--- src/rtl/rcn_pkg.sv ---
// rcn_pkg: shared RCN packet field positions, width, FSM states and a match helper
package rcn_pkg;
  localparam int RCN_W = 67;
  localparam int RCN_V = 66;
  localparam int RCN_P = 65;
  localparam int RCN_WR = 64;
  localparam int RCN_ID_HI = 63;
  localparam int RCN_ID_LO = 58;
  localparam int RCN_MASK_HI = 57;
  localparam int RCN_MASK_LO = 54;
  localparam int RCN_ADDR_HI = 53;
  localparam int RCN_ADDR_LO = 32;
  typedef logic [RCN_W-1:0] rcn_pkt_t;
  typedef enum logic [1:0] {IDLE, SEND, WAIT} rcn_state_t;
  function automatic logic rcn_match(input rcn_pkt_t p, input logic [5:0] id, input logic pend);
    return p[RCN_V] && (p[RCN_P] == pend) && (p[RCN_ID_HI:RCN_ID_LO] == id);
  endfunction
endpackage

--- src/rtl/rcn_master.sv ---
// rcn_master: single-outstanding RCN ring initiator (cs/wr/addr/mask/wdata in, busy/done/rdata/err out, rcn_in -> rcn_out node)
module rcn_master
  import rcn_pkg::*;
#(
  parameter logic [5:0] MASTER_ID = 6'h01,
  parameter int TIMEOUT = 1023
) (
  input  logic              clk,
  input  logic              rst,
  input  logic              cs,
  input  logic              wr,
  input  logic [23:0]       addr,
  input  logic [3:0]        mask,
  input  logic [31:0]       wdata,
  output logic              busy,
  output logic              done,
  output logic [31:0]       rdata,
  output logic              err,
  input  logic [RCN_W-1:0]  rcn_in,
  output logic [RCN_W-1:0]  rcn_out
);
  rcn_state_t state_q, state_d;
  rcn_pkt_t pkt_q, pkt_d, out_q, out_d;
  logic [15:0] cnt_q, cnt_d;
  logic done_q, done_d, err_q, err_d;
  logic [31:0] rdata_q, rdata_d;
  logic mine;
  assign mine = rcn_in[RCN_V] && (rcn_in[RCN_ID_HI:RCN_ID_LO] == MASTER_ID);
  always_comb begin
    state_d = state_q;
    pkt_d = pkt_q;
    cnt_d = cnt_q;
    out_d = rcn_in;
    done_d = 1'b0;
    err_d = err_q;
    rdata_d = rdata_q;
    case (state_q)
      IDLE: begin
        out_d = mine ? '0 : rcn_in;
        if (cs && !done_q) begin
          pkt_d = {2'b11, wr, MASTER_ID, mask, addr[23:2], wdata};
          state_d = SEND;
        end
      end
      SEND: begin
        out_d = !rcn_in[RCN_V] ? pkt_q : (mine ? '0 : rcn_in);
        cnt_d = '0;
        state_d = !rcn_in[RCN_V] ? WAIT : SEND;
      end
      WAIT: begin
        cnt_d = cnt_q + 16'd1;
        if (rcn_match(rcn_in, MASTER_ID, 1'b0)) begin
          out_d = '0;
          rdata_d = pkt_q[RCN_WR] ? rdata_q : rcn_in[31:0];
          done_d = 1'b1;
          err_d = 1'b0;
          state_d = IDLE;
        end else if (rcn_match(rcn_in, MASTER_ID, 1'b1)) begin
          out_d = '0;
          done_d = 1'b1;
          err_d = 1'b1;
          state_d = IDLE;
        end else if (cnt_q == 16'(TIMEOUT - 1)) begin
          done_d = 1'b1;
          err_d = 1'b1;
          state_d = IDLE;
        end
      end
      default: state_d = IDLE;
    endcase
  end
  always_ff @(posedge clk or posedge rst) begin
    if (rst) begin
      state_q <= IDLE;
      pkt_q <= '0;
      cnt_q <= '0;
      out_q <= '0;
      done_q <= 1'b0;
      err_q <= 1'b0;
      rdata_q <= '0;
    end else begin
      state_q <= state_d;
      pkt_q <= pkt_d;
      cnt_q <= cnt_d;
      out_q <= out_d;
      done_q <= done_d;
      err_q <= err_d;
      rdata_q <= rdata_d;
    end
  end
  assign busy = state_q != IDLE;
  assign done = done_q;
  assign err = err_q;
  assign rdata = rdata_q;
  assign rcn_out = out_q;
endmodule

--- config.mk ---
export PLATFORM = sky130hd
export DESIGN_NAME = rcn_master
export DESIGN_NICKNAME = d
export VERILOG_FILES = /design/src/rtl/rcn_pkg.sv /design/src/rtl/rcn_master.sv
export SDC_FILE = /design/constraint.sdc
export NUM_CORES = 1
export LEC_CHECK = 0
export ABC_CLOCK_PERIOD_IN_PS = 11450
export CORE_AREA = 3 3 137 139
export DETAILED_ROUTE_END_ITERATION = 12
export DIE_AREA = 0 0 140 142
export PLACE_DENSITY_LB_ADDON = 0.08
export SLEW_MARGIN = 20
export SYNTH_ARGS = -nofsm -noshare
export SYNTH_HDL_FRONTEND = slang
export SYNTH_SLANG_ARGS = --single-unit
--- constraint.sdc ---
create_clock -name clk -period 11.45 [get_ports clk]
set_input_delay 2.29 -clock clk [delete_from_list [all_inputs] [get_ports clk]]
set_output_delay 2.29 -clock clk [all_outputs]
set_load 0.01 [all_outputs]
==> out/results.ini, run 1 <==
[global_route]
antenna_found_initial=0
grt_pass1_wl_um=27200
grt_pass1_vias=4906
grt_util_met1_pct=22.4
met2_usage_pct=28.6
gr-total-overflow=0
top_usage_layer=met2
grt_max_degree=103
grt_util_met3_pct=5.85
grt_usage_pct=17.5

[floorplan]
dieArea_um2=19900
row_count=49
initial_core_util_pct=39.8
pin_count=233
chipHeight_um=142
fp.coreArea_um2=17800
die_x_um=140

[final_layout]
drive_gt1_share_pct=19.0
fillCellCount=1512
nets=836
diodes=0
synthToLayoutAreaGrowth_pct=43.1

[critical_path]
startpoint_type=primary input
critPathMaxStageDelay_ns=0.73
crit_arrival_ns=4.69
r2r-start=state_q[0]
path_cells=clkdlybuf4s50_1 > a2111oi_2 > o21ba_2 > buf_4 > a22o_1
cp.required_ns=11.75
crit_type=in2reg
crit_path_end_kind=register
crit_fanout=39
cp_slowest_cell=a2111oi_2
setup.worst_path.start=rcn_in[66]

[timing]
fin_hold_ws_ns=0.485
relSlewSlack_pct=35.0
period_share_pct=38.4
min_period_ns=4.39
hold_viol=0
finalMaxSlewViolations=0
rsz0062_at_grt=no
finalSetupTns_ns=0
tightest_slew_ns=0.974
fmax_ghz=0.228
setup_viol=0
skew_ns=0.0228

[clock_tree]
ctsResizeCount=0
clk_latency_ns=0.44
post_cts_buffers=0
cts_buffers=17
htreeDepth=4
cts_sinks=179
cts_buffer_depth=2
tritoncts=built
clk_pin_slew_ns=0.07
cts_root_buf=clkbuf_16
cts.hold.buffers_added=0

[detailed_routing]
num_vias=4693
wl_um=17200
routed_via_density=4.99
dr.first_iter.drc_count=108
dr.pass1.iters=4
ant_nets=0
drc_errors=0
wl_per_cell_um=18.3

[synth]
yosysSeqAreaShare_pct=63.3
syn_inst=474
synth_edf_count=0
yosys.area.top_type_share_pct=63.3
yosys-top-cells-count=179 x dfrtp_1, 62 x mux2_2, 60 x a22o_1
synth_cell_types=43
yosysWarnings=0
synth_area_leaders=dfrtp_1 63%, mux2_2 9.9%, a22o_1 7.4%
synthAdderAreaFrac_pct=1.06
syn-mean-instance-area_um2=14.9
synth_mux_area_share_pct=16.5
syn_nets=611
synth_compound_area_share_pct=9.73
synth_top_area_cell=dfrtp_1
synth.most_common_cell=dfrtp_1
synth.ff_latch_count=179
synthArstFlopShare_pct=100
synth_area_um2=7070
ys.flop_type=dfrtp_1
synthSimpleGateAreaFrac_pct=5.38
synth_top_family_by_area=multiplexers
synthXorXnorAreaFrac_pct=0.990

[place]
dp_hpwl_um=11700
io_buffers=230
place_congestion=0.771

[min_path]
hp-class=reg2reg
worst_hold_startpoint=pkt_q[8]

[power_and_ir_drop]
ir_worst_vdd_mv=0.151
powerDensity_nw_per_um2=234
power_mw=2.37
leakage_nw=4.46

[job]
drv_cap=0

[run_status]
status=completed

-- logic make-up after synthesis --
family / Yosys count
AOI/OAI and AO/OA: 85
DFF: 179
adders and majority gates: 6
xor gates and xnor gates: 8
muxes: 94
and+or+nand+nor: 65
buffers and inverters: 37
-- layout by cell type, fill, tap and decap left out, types with 7 or more instances in the layout --
cell	count
mux2_2	62
o21ai_0	10
a22o_1	60
inv_1	8
clkdlybuf4s50_1	230
nand3_1	8
mux2_4	30
clkbuf_16	17
dfrtp_1	179
nand2_1	11
nor2_1	11
nor2b_1	7
-- worst max-delay path: cells and delay by family --
kind | cells | cell delay, ns
compound gates | 3 | 1.44
buf+inv | 2 | 0.92
-- final cells by class --
cell class	count	area, um2	area share, %
inverter	9	38.8	0.383
clock buffer	19	443	4.38
timing repair buffer	234	2330	23.0
sequential	179	4480	44.2
multi-input combinational	258	2390	23.6
clock inverter	12	154	1.52
tap	229	287	2.83
-- layer usage --
layer	up-vias	wire length, um	share of wire (%)
met5	-	0	0
met4	0	212	1.2
met3	17	1110	6.5
met2	146	8570	50
met1	2368	7290	42
li1	2162	-	-
-- state kept, by name, indices dropped and copies added, names as in the netlist --
register / cells
state_q: 2
err: 1
rcn_out: 67
done: 1
rdata: 32
cnt_q: 16
pkt_q: 60
-- power by group --
group	internal (mW)	switching (mW)	leakage [nW]
Sequential	0.860	0.0861	2.24
Combinational	0.465	0.361	1.93
Clock	0.348	0.245	0.286
-- through the flow --
stage | area, um2 | worst slack [ns] | util, % | std cells
2_1_floorplan | 7070 | 4.30 | - | 474
3_3_place_gp | 9530 | 6.68 | 53.6 | 909
3_5_place_dp | 9530 | 6.63 | 53.6 | 909
4_1_cts | 10100 | 7.05 | 56.9 | 940
5_1_grt | 10100 | 6.90 | 56.9 | 940
6_report | 10100 | 7.06 | 56.9 | 940
-- worst paths after layout --
check,slack (ns),cells after the start,endpoint
min in group asynchronous,2.39,2,rdata[8]
max in group asynchronous,7.51,3,pkt_q[30]
worst max-delay path,7.06,5,rcn_out[20]
worst min-delay path,0.48,1,rcn_out[8]
worst max register to register,8.74,6,rcn_out[20]
worst min register to register,0.48,1,rcn_out[8]
Power figures use the tool's default switching activity.
==> run 2: changes to the inputs <==
--- a/config.mk
+++ b/config.mk
@@ -5,7 +5,7 @@
 export SDC_FILE = /design/constraint.sdc
 export NUM_CORES = 1
 export LEC_CHECK = 0
-export ABC_CLOCK_PERIOD_IN_PS = 11450
+export ABC_CLOCK_PERIOD_IN_PS = 3700
 export CORE_AREA = 3 3 137 139
 export DETAILED_ROUTE_END_ITERATION = 12
 export DIE_AREA = 0 0 140 142
==> constraint.sdc (replaced) <==
create_clock -name clk -period 3.7 [get_ports clk]
set_input_delay 0.74 -clock clk [delete_from_list [all_inputs] [get_ports clk]]
set_output_delay 0.74 -clock clk [all_outputs]
set_load 0.01 [all_outputs]
==> run 2 against run 1 <==
Clock skew shrank 0.014 ns; critical path depth is the same; largest cell class unchanged; critical endpoint is now rdata[15]; wire length grew 1.6%; cell area grew 0.98%; sequential share of layout area shrank 0.43 points; power grew to 3.1 times the previous value; utilization grew 0.56 points.
==> out/results.ini, run 2 (synthesis results as in run 1) <==
[run_status]
status=completed

[global_route]
grt_max_degree=60
antenna_found_initial=0
grt_usage_pct=17.7
grt_pass1_wl_um=27800
gr-total-overflow=0
grt_pass1_vias=4948

[power_and_ir_drop]
leakage_nw=4.50
powerDensity_nw_per_um2=726
ir_worst_vdd_mv=0.395

[timing]
setup_viol=0
min_period_ns=2.68
skew_ns=0.00869
setup_ws_ns=1.02
period_share_pct=72.4
fmax_ghz=0.373
finalSetupTns_ns=0
relSlewSlack_pct=53.3
finalMaxSlewViolations=0
tightest_slew_ns=0.701
hold_viol=0
rsz0062_at_grt=no

[critical_path]
path_cells=clkdlybuf4s50_1 > nor4_4 > nand4b_4 > or4_4 > mux2_4
r2r-end=pkt_q[20]
cp_num_buf_inv=1
cp_slowest_cell=or4_4
reg2reg_depth=6
r2r-start=state_q[0]
critical_path.top_delay_family=simple AND/OR/NAND/NOR gates
cp.required_ns=4.00
rrSetupSlack_ns=1.17
critPathMaxStageDelay_ns=0.78
crit_type=in2reg
startpoint_type=primary input
crit_path_end_kind=register
crit_arrival_ns=2.98
crit_fanout=32

[detailed_routing]
num_vias=4744
wl_um=17500
wl_per_cell_um=18.4
dr.pass1.iters=4
drc_errors=0
routed_via_density=5.01
dr.first_iter.drc_count=189
ant_nets=0

[clock_tree]
cts_buffer_depth=2
tritoncts=built
htreeDepth=4
ctsResizeCount=0
cts_sinks=179
cts_root_buf=clkbuf_16
clk_latency_ns=0.42
clk_pin_slew_ns=0.07
post_cts_buffers=0
cts.hold.buffers_added=0
cts_buffers=17

[final_layout]
diodes=0
drive_gt1_share_pct=19.8
layout_common_cells=230 x clkdlybuf4s50_1, 179 x dfrtp_1, 62 x mux2_2, 60 x a22o_1, 30 x mux2_4
synthToLayoutAreaGrowth_pct=44.5
fillCellCount=1449
nets=842
final_common_cell=clkdlybuf4s50_1
largest_reg_flops=67
fin_cells=947

[place]
pre_cts_slack_ns=0.583
dp_hpwl_um=12300
place.detailed.instances=915
io_buffers=230
place_congestion=0.743

[floorplan]
die_x_um=140
fp.coreArea_um2=17800
pin_count=233
dieArea_um2=19900
chipHeight_um=142
initial_core_util_pct=39.8
row_count=49

[min_path]
whs_endpoint=rcn_out[6]
hp-class=reg2reg
worstHoldPathCells=1
worst_hold_startpoint=pkt_q[6]

[job]
drv_cap=0

run 2: cell count changes in the layout (fill, tap and decap cells not counted):
cell	before	now
buf_12	0	3
buf_4	4	7
clkinv_2	3	1
clkinv_4	1	3
inv_6	3	4
run 2: worst reg2reg max path, stage by stage, from the launching register on:
cell     delay (ns)
dfrtp_1        0.40
inv_1          0.08
ha_1           0.26
inv_1          0.13
or2_2          0.57
buf_4          0.55
mux2_2         0.43
run 2: worst max path at each step:
stage / startpoint / to / slack, ns / depth (start not counted)
floorplan: rst / cnt_q[0] / 0.67 / 1
global placement: rcn_in[61] / rdata[24] / 0.61 / 5
detailed placement: rcn_in[61] / rdata[27] / 0.58 / 5
CTS: rcn_in[61] / rdata[5] / 1.03 / 5
global route: rcn_in[61] / rdata[17] / 0.96 / 5
finish: rcn_in[61] / rdata[15] / 1.02 / 5
run 2: layer usage:
metal / vias up / wire, um / track usage [%]
li1: 2179 / - / -
met1: 2381 / 7370 / 23.0
met2: 156 / 8620 / 28.3
met3: 28 / 1040 / 5.34
met4: 0 / 416 / 6.48
met5: - / 0 / 0
run 2: layout make-up:
type                    count  area (um2)  area share, %
clock buffers              19         443           4.33
clock inverters            13         171           1.68
inverters                   9        37.5          0.367
multi-input cells         258        2390           23.4
flip-flops and latches    179        4480           43.8
well taps                 229         287           2.80
repair buffers            240        2410           23.6
run 2: stage by stage:
| step | cell area (um2) | power [mW] | util, % | hold WS (ns) |
|---|---|---|---|---|
| 2_1_floorplan | 7080 | 4.37 | - | 0.460 |
| 3_3_place_gp | 9610 | 5.56 | 54.0 | 0.466 |
| 3_5_place_dp | 9610 | 5.64 | 54.0 | 0.471 |
| 4_1_cts | 10200 | 7.52 | 57.5 | 0.482 |
| 5_1_grt | 10200 | 7.86 | 57.5 | 0.501 |
| 6_report | 10200 | 7.42 | 57.5 | 0.480 |
run 2: power breakdown:
group	switching (mW)	internal, mW
registers	0.275	2.66
logic	1.12	1.49
clock network	0.780	1.09
total	2.18	5.25
